<file path="src/rtl/pipe_hazard_ctrl.sv">
// pipe_hazard_ctrl: stall/flush sequencer for the 5-stage pipeline.
// Control outputs are combinational from the registered state plus the current inputs,
// so a hazard is covered in the same cycle it appears. Outputs are forced low in reset.
// Optional build macro PIPE_PERF_CNT_EN: when defined, stall_cycles/flush_cycles are live
// wrapping counters; when undefined, no counter flops exist and both ports read 0.
module pipe_hazard_ctrl #(
    parameter int unsigned LOAD_LAT     = 1,   // bubbles per load-use hazard (1..15)
    parameter int unsigned FLUSH_CYCLES = 1,   // flush cycles per redirect (1..15)
    parameter int unsigned CNT_WIDTH    = 32   // performance counter width
) (
    input  logic                 clk,
    input  logic                 rst_n,
    input  logic [4:0]           rs1_ID,
    input  logic [4:0]           rs2_ID,
    input  logic                 rs1_used,
    input  logic                 rs2_used,
    input  logic [4:0]           rd_EX,
    input  logic                 memRead_EX,
    input  logic                 risk_Ctrl,
    input  logic                 halt_req,
    input  logic                 resume,
    output logic                 stop_IF,
    output logic                 stop_ID,
    output logic                 flush_ID,
    output logic                 flush_EX,
    output logic                 halted,
    output logic [CNT_WIDTH-1:0] stall_cycles,
    output logic [CNT_WIDTH-1:0] flush_cycles
);

    typedef enum logic [1:0] {StRun, StStall, StFlush, StHalt} state_e;

    // cnt holds the number of extra cycles still owed after the current one
    localparam bit         LoadMulti  = (LOAD_LAT > 1);
    localparam bit         FlushMulti = (FLUSH_CYCLES > 1);
    localparam logic [3:0] LoadCnt    = LoadMulti  ? 4'(LOAD_LAT - 2)     : 4'd0;
    localparam logic [3:0] FlushCnt   = FlushMulti ? 4'(FLUSH_CYCLES - 2) : 4'd0;

    state_e     state_q, state_d;
    logic [3:0] cnt_q, cnt_d;

    logic load_use;
    logic stop_if_c, stop_id_c, flush_id_c, flush_ex_c, halted_c;

    // Load in EX whose destination is read by the instruction in ID; x0 never hazards
    always_comb begin
        load_use = memRead_EX && (rd_EX != 5'd0) &&
                   ((rs1_used && (rs1_ID == rd_EX)) || (rs2_used && (rs2_ID == rd_EX)));
    end

    // Next-state and raw control decode from current state and inputs
    always_comb begin
        state_d    = state_q;
        cnt_d      = cnt_q;
        stop_if_c  = 1'b0;
        stop_id_c  = 1'b0;
        flush_id_c = 1'b0;
        flush_ex_c = 1'b0;
        halted_c   = 1'b0;
        unique case (state_q)
            StRun: begin
                if (risk_Ctrl) begin
                    // Redirect wins over load-use and halt; a coincident halt_req is dropped
                    flush_id_c = 1'b1;
                    flush_ex_c = 1'b1;
                    if (FlushMulti) begin
                        state_d = StFlush;
                        cnt_d   = FlushCnt;
                    end
                end else if (load_use) begin
                    stop_if_c  = 1'b1;
                    stop_id_c  = 1'b1;
                    flush_ex_c = 1'b1;
                    if (LoadMulti) begin
                        state_d = StStall;
                        cnt_d   = LoadCnt;
                    end
                end else if (halt_req) begin
                    stop_if_c  = 1'b1;
                    stop_id_c  = 1'b1;
                    flush_ex_c = 1'b1;
                    state_d    = StHalt;
                end
            end
            StStall: begin
                // The load ahead cannot redirect, so risk_Ctrl and halt_req are ignored here
                stop_if_c  = 1'b1;
                stop_id_c  = 1'b1;
                flush_ex_c = 1'b1;
                if (cnt_q == 4'd0) begin
                    state_d = StRun;
                end else begin
                    cnt_d = cnt_q - 4'd1;
                end
            end
            StFlush: begin
                // The ID instruction is dead, so load_use is ignored; a new redirect restarts
                flush_id_c = 1'b1;
                flush_ex_c = 1'b1;
                if (risk_Ctrl) begin
                    if (FlushMulti) begin
                        cnt_d = FlushCnt;
                    end else begin
                        state_d = StRun;
                    end
                end else if (cnt_q == 4'd0) begin
                    state_d = StRun;
                end else begin
                    cnt_d = cnt_q - 4'd1;
                end
            end
            StHalt: begin
                stop_if_c  = 1'b1;
                stop_id_c  = 1'b1;
                flush_ex_c = 1'b1;
                halted_c   = 1'b1;
                if (resume) begin
                    state_d = StRun;
                end
            end
            default: begin
                state_d = StRun;
                cnt_d   = 4'd0;
            end
        endcase
    end

    // Outputs drop to zero immediately while reset is asserted
    always_comb begin
        stop_IF  = rst_n & stop_if_c;
        stop_ID  = rst_n & stop_id_c;
        flush_ID = rst_n & flush_id_c;
        flush_EX = rst_n & flush_ex_c;
        halted   = rst_n & halted_c;
    end

    // State and down-counter registers, synchronous reset to RUN
    always_ff @(posedge clk) begin
        if (!rst_n) begin
            state_q <= StRun;
            cnt_q   <= 4'd0;
        end else begin
            state_q <= state_d;
            cnt_q   <= cnt_d;
        end
    end

`ifdef PIPE_PERF_CNT_EN
    logic [CNT_WIDTH-1:0] stall_cnt_q, flush_cnt_q;

    // Wrapping event counters; reset cycles are never counted
    always_ff @(posedge clk) begin
        if (!rst_n) begin
            stall_cnt_q <= '0;
            flush_cnt_q <= '0;
        end else begin
            if (stop_IF) begin
                stall_cnt_q <= stall_cnt_q + CNT_WIDTH'(1);
            end
            if (flush_ID) begin
                flush_cnt_q <= flush_cnt_q + CNT_WIDTH'(1);
            end
        end
    end

    assign stall_cycles = stall_cnt_q;
    assign flush_cycles = flush_cnt_q;
`else
    assign stall_cycles = '0;
    assign flush_cycles = '0;
`endif

endmodule

</file>
<file path="config.mk">
export PLATFORM = sky130hd
export DESIGN_NAME = pipe_hazard_ctrl
export DESIGN_NICKNAME = d
export VERILOG_FILES = /design/src/rtl/pipe_hazard_ctrl.sv
export SDC_FILE = /design/constraint.sdc
export NUM_CORES = 1
export LEC_CHECK = 0
export ABC_AREA = 1
export CAP_MARGIN = 20
export CORE_MARGIN = 5
export CORE_UTILIZATION = 33
export CTS_CLUSTER_DIAMETER = 40
export DETAILED_ROUTE_END_ITERATION = 8
export HOLD_SLACK_MARGIN = 0.06
export PLACE_DENSITY = 0.87
export SYNTH_ARGS = -nofsm -noshare
export SYNTH_HDL_FRONTEND = slang
export SYNTH_SLANG_ARGS = --single-unit
</file>
<file path="constraint.sdc">
create_clock -name clk -period 1.6 [get_ports clk]
set_input_delay 0.32 -clock clk [delete_from_list [all_inputs] [get_ports clk]]
set_output_delay 0.32 -clock clk [all_outputs]
set_load 0.02 [all_outputs]
</file>
* After elaboration in Yosys (flattened, before gate mapping)
Cells that the tools add are included.
Word-level totals: register bits 6, logic and storage cells 49, input port bits 23, output and inout port bits 69
Operators by class: bitwise logic cells 4, muxes and demuxes 19, add/sub/neg operators 1, reductions and logical operators 13, equal/unequal tests 10
Operators by type and width (number):
- $mux W2 | 6
- $eq A5 B5 Y1 | 2
- $ne A2 B2 Y1 const B | 5
- $mux W4 | 2
- $pmux W2 S4 | 1
- $pmux W4 S2 | 1
- $mux W1 | 6
- $pmux W1 S2 | 3
- $reduce_bool A5 Y1 | 1
- $and A1 B1 Y1 | 4
- $eq A2 B2 Y1 const B | 2
- $logic_and A1 B1 Y1 | 4
- $logic_not A4 Y1 | 1
- $reduce_and A4 Y1 | 1
- $sub A4 B1 Y4 const B | 1
- $reduce_or A3 Y1 | 1
- $eq A2 B1 Y1 const B | 1
- $logic_not A2 Y1 | 1
- $reduce_and A2 Y1 | 1
- $reduce_bool A2 Y1 | 1
- $reduce_or A2 Y1 | 1
- $logic_or A1 B1 Y1 | 1

* Depth between registers and ports, before layout
depth in word-level cells 8, gate-level depth with buffers 11, mapped depth without buffers 10

* Worst setup path before layout
OpenSTA, ideal clock, no wires.
path kind input port to output port, start point input port rd_EX[2], end point output port stop_IF, cell stages on the path 11, arrival time 1305 ps, data required time 1280 ps, setup slack -25 ps, buffers on the path 1, path through inv_1 nand2_1 nand2_1 nor2_1 nand3_1 nand2_2 nand2_2 nand2_1 nand2_1 a21oi_2 buf_4
Between the ends: cells in the longest elaborated chain, start to end 8, elaborated cells on any way between the ends 12, those cells by class 2 x eq/ne; 3 x mux; 1 x bitwise; 6 x reduce/logical
RTL lines:
- start: declaration | line 17 | input logic [4:0] rd_EX,
- $eq A5 B5 Y1 | line 48 | ((rs1_used && (rs1_ID == rd_EX)) || (rs2_used && (rs2_ID == rd_EX)));
- $logic_and A1 B1 Y1 | line 48
- $logic_or A1 B1 Y1 | line 48
- $logic_and A1 B1 Y1 * | line 47 | load_use = memRead_EX && (rd_EX != 5'd0) &&
- $mux W1 * (2 in series)
- $pmux W1 S2 *
- $and A1 B1 Y1 *
- end: declaration | line 22 | output logic stop_IF,
Mark *: on every way between the ends. The rest lies on a longest branch, timed or not.

* Worst setup path after layout
start point input port rd_EX[3], end point output port stop_ID
Between the ends: cells in the longest elaborated chain, start to end 8, elaborated cells on any way between the ends 12, those cells by class 2 x eq/ne; 3 x mux; 1 x bitwise; 6 x reduce/logical
RTL lines:
- $eq A5 B5 Y1 | line 48
- $logic_and A1 B1 Y1 | line 48
- $logic_or A1 B1 Y1 | line 48
- $logic_and A1 B1 Y1 * | line 47
- $mux W1 * | line 70 | end else if (load_use) begin
- $mux W1 * | line 62 | if (risk_Ctrl) begin
- $pmux W1 S2 * | line 60 | unique case (state_q)
- $and A1 B1 Y1 * | line 131 | stop_ID = rst_n & stop_id_c;
- end: declaration | line 23 | output logic stop_ID,
Marks and branches as above.

==> results.rst <==
.. list-table::
   :header-rows: 1

   * - Metric
     - Value
   * - Status
     - finished with violations
   * - Failing checks
     - negative setup slack
   * - Fraction of layout instances using a drive strength above 1
     - 33.8%
   * - Max rail drop VDD
     - 0.375 mV
   * - Switching share of power
     - 48.3%
   * - Minimum hold slack
     - 474 ps
   * - Req. time, crit path
     - 1280 ps
   * - Total die area
     - 0.00473 sq mm
   * - Number of buffers created by CTS
     - 3
   * - Mapped Area
     - 0.00114 sq mm
   * - Endpoint of the most critical register-to-register path
     - state_q[1]
   * - Number of endpoints with negative hold slack in the final report
     - 0
   * - Global routing usage summed across all routing layers
     - 9.20%
   * - Routability congestion estimate
     - 0.762
   * - Hold Path Cell Cnt
     - 2
   * - Comb power frac
     - 74.7%
   * - Achievable clock frequency
     - 625 MHz
   * - IO Port Bufs
     - 27
   * - HPWL after detailed placement
     - 1980 um
   * - Count of nets after finishing
     - 258
   * - Root buf cell
     - sky130_fd_sc_hd__clkbuf_4
   * - Yosys warns
     - 0
   * - Starting utilization of the core area
     - 34.2%
   * - CTS clk-pin slew, worst paths
     - 40 ps
   * - Number of antenna violations at the first check in global routing
     - 0
   * - Synthesized flop and latch total
     - 6
   * - Final setup viols
     - 1
   * - Pin count of the biggest net entering global routing
     - 7
   * - Final design area excluding fillers
     - 0.00146 sq mm
   * - Remaining global-route overflow
     - 0
   * - First-pass DRT Iterations
     - 4
   * - Count of H-tree levels built during CTS
     - 1
   * - Sequential cell area fraction in the yosys report
     - 10.5%
   * - Insertion delay to the later sink of the worst-skew pair
     - 240 ps
   * - Clock tree from TritonCTS
     - yes
   * - Top-level I/O count
     - 92
   * - Vertical extent of the die
     - 68.8 um
   * - Part of the power in the clock network
     - 8.9%
   * - Floorplan die width
     - 68.8 um
   * - Number of nets with antenna violations after detailed routing
     - 0
   * - CORE AREA
     - 0.00334 sq mm
   * - Launch point of the worst reg-to-reg path
     - state_q[1]
   * - Sequential fraction of design power
     - 16.4%
   * - Maximum buffer depth of the clock tree
     - 2
   * - Antenna diode instance count
     - 0
   * - NetSw
     - 0.725 mW
   * - Critical path fanouts, max
     - 3
   * - Mean number of vias per cell
     - 3.60
   * - Mean post-synth cell area
     - 6.07 sq um
   * - Worst path max stage delay
     - 140 ps
   * - Crit. End Element
     - output pin
   * - CTS Hold Bufs
     - 0
   * - Most numerous cell on the critical path
     - sky130_fd_sc_hd__nand2_2
   * - Worst Min Path Start
     - cnt_q[3]
   * - Clock tree sinks
     - 6
   * - Minimum clock period
     - 1600 ps
   * - Sink of the worst hold path
     - cnt_q[3]
   * - Unique masters post-synth
     - 19
   * - Slack of the critical path
     - -0.0389 ps
   * - RSZ-0062 raised after global routing
     - true
   * - Final core area utilization
     - 43.6%
   * - Critical path class
     - in2out
   * - Max-capacitance violation count
     - 0
   * - Type of the most critical hold path
     - reg2reg
   * - Final routed DRC violation total
     - 0
   * - Launching element type of the critical path
     - input port
   * - Number of cells produced by synthesis
     - 188
   * - Final period util
     - 100%
   * - Number of global-route vias before repair
     - 900
   * - Leak
     - 0.837 nW
   * - Wire length of the first global-routing pass
     - 3320 um
   * - Worst path cell trace
     - buf_8 -> inv_4 -> nand2_2 -> nand2_1 -> nor2_1 -> nand3_1 -> nand2_2 -> nand2_2 -> nand2_2 -> nand2_2 -> a21oi_4 -> buf_6
   * - DRT Wirelength
     - 2430 um
   * - Total number of vias
     - 987
   * - Area grow syn2layout
     - 27.6%
   * - P per Cell Area
     - 1030 mW/mm^2
   * - R2R Setup Slk
     - 220 ps
   * - Number of max-slew violations in the final report
     - 0
   * - Number of filler instances in the final layout
     - 359
   * - Average routed wire per standard cell
     - 8.87 um
   * - Site Rows
     - 21
   * - Area after DPL
     - 0.00130 sq mm
   * - Number of DRC markers after the initial detailed-route iteration
     - 9
   * - Internal power component
     - 0.776 mW
   * - Clock skew
     - 2.68 ps
   * - Arr. time, crit path
     - 1280 ps
   * - Depth of the worst register-to-register path
     - 9
   * - Library cell contributing the largest single delay on the critical path
     - sky130_fd_sc_hd__a21oi_4
==> routing by layer <==
layer	vias up	wire, um	GRT usage [%]
met1	427	719	7.75
met4	0	26	4.38
met5	-	0	0
met3	2	277	1.30
li1	514	-	-
met2	44	1410	20.0
==> stage by stage <==
stage               cells  setup slack [ps]  setup TNS [ps]  power, mW
CTS                   273             -52.3            -103       1.36
global placement      268              -937           -3470       1.11
floorplan             251              43.0               0      0.948
detailed placement    268              -952           -3520       1.14
finish                274           -0.0389         -0.0389       1.50
global route          274             -65.9            -198       1.66
==> power groups by stage <==
stage	sequential, mW	clock (mW)	combinational [mW]
global placement	0.228	0	0.885
global route	0.253	0.151	1.25
detailed placement	0.233	0	0.911
CTS	0.239	0.145	0.973
floorplan	0.238	0	0.711
finish	0.246	0.133	1.12
==> worst max-delay path: cells and delay by family <==
family | cells | cell delay (ps)
compound gates | 1 | 140
simple gates | 8 | 570
buf+inv | 3 | 250
==> synth_stat cells (all sizes together) <==
| master | instances | area share [%] |
|---|---|---|
| nand2 | 43 | 15 |
| nor2 | 15 | 5.2 |
| a21boi | 1 | 0.66 |
| clkbuf | 1 | 0.33 |
| o21a | 1 | 0.66 |
| inv | 28 | 9.2 |
| nand3 | 9 | 3.9 |
| a21oi | 6 | 3.0 |
| ha | 5 | 5.5 |
| buf | 65 | 43 |
| conb | 1 | 0.33 |
| nand4 | 1 | 0.55 |
| o21ai | 5 | 2.2 |
| dfxtp | 6 | 11 |
| o21bai | 1 | 0.66 |
==> registers in the layout, indices dropped and copies added, names as in the netlist <==
register  cells
cnt_q         4
state_q       2
==> layout by cell type (no fill, tap or decap), types with 2 or more instances in the layout <==
cell                              count
sky130_fd_sc_hd__a21oi_1              5
sky130_fd_sc_hd__buf_2                4
sky130_fd_sc_hd__buf_4               13
sky130_fd_sc_hd__buf_6               15
sky130_fd_sc_hd__buf_8                2
sky130_fd_sc_hd__clkbuf_4             3
sky130_fd_sc_hd__clkdlybuf4s50_1      3
sky130_fd_sc_hd__conb_1              64
sky130_fd_sc_hd__dfxtp_1              4
sky130_fd_sc_hd__dfxtp_2              2
sky130_fd_sc_hd__ha_4                 3
sky130_fd_sc_hd__inv_1               16
sky130_fd_sc_hd__inv_2                8
sky130_fd_sc_hd__inv_4                3
sky130_fd_sc_hd__nand2_1             29
sky130_fd_sc_hd__nand2_2             14
sky130_fd_sc_hd__nand3_1              8
sky130_fd_sc_hd__nor2_1              10
sky130_fd_sc_hd__nor2_2               3
sky130_fd_sc_hd__nor2_4               2
sky130_fd_sc_hd__o21ai_0              3
sky130_fd_sc_hd__o21ai_1              2
==> final cells by class <==
class                           instances  area (sq um)  share of cell area, %
Multi-Input combinational cell        151           763                   52.4
Tap cell                               46          57.6                   3.95
Timing Repair Buffer                   40           373                   25.6
Sequential cell                         6           123                   8.42
Clock buffer                            3          22.5                   1.55
Inverter                               28           118                   8.08
==> worst max path at each step <==
stage               cells after the start      end  slack, ps        from
floorplan                              11  stop_IF         40    rd_EX[2]
global placement                       12  stop_ID       -940    rd_EX[1]
detailed placement                     12  stop_ID       -950    rd_EX[1]
CTS                                    12  stop_ID        -50    rd_EX[1]
global route                            6  stop_IF        -70  state_q[1]
finish                                 12  stop_ID      -0.04    rd_EX[3]
==> cells by family (layout without fill, tap and decap cells) <==
family,after synthesis,after routing,synth area share [%]
AO/OA/AOI/OAI,14,14,7.13
adder cells (fa/ha/maj),5,5,5.48
buffers and inverters,94,71,52.3
flip-flops,6,6,10.5
other,1,64,0.329
AND/OR/NAND/NOR,68,68,24.2
==> timing repair <==
item,CTS,global route
endpoints found under the setup margin,5,6
setup buffers,2,1
pin swaps,28,34
gates resized for setup,112,45
Power figures use the tool's default switching activity.
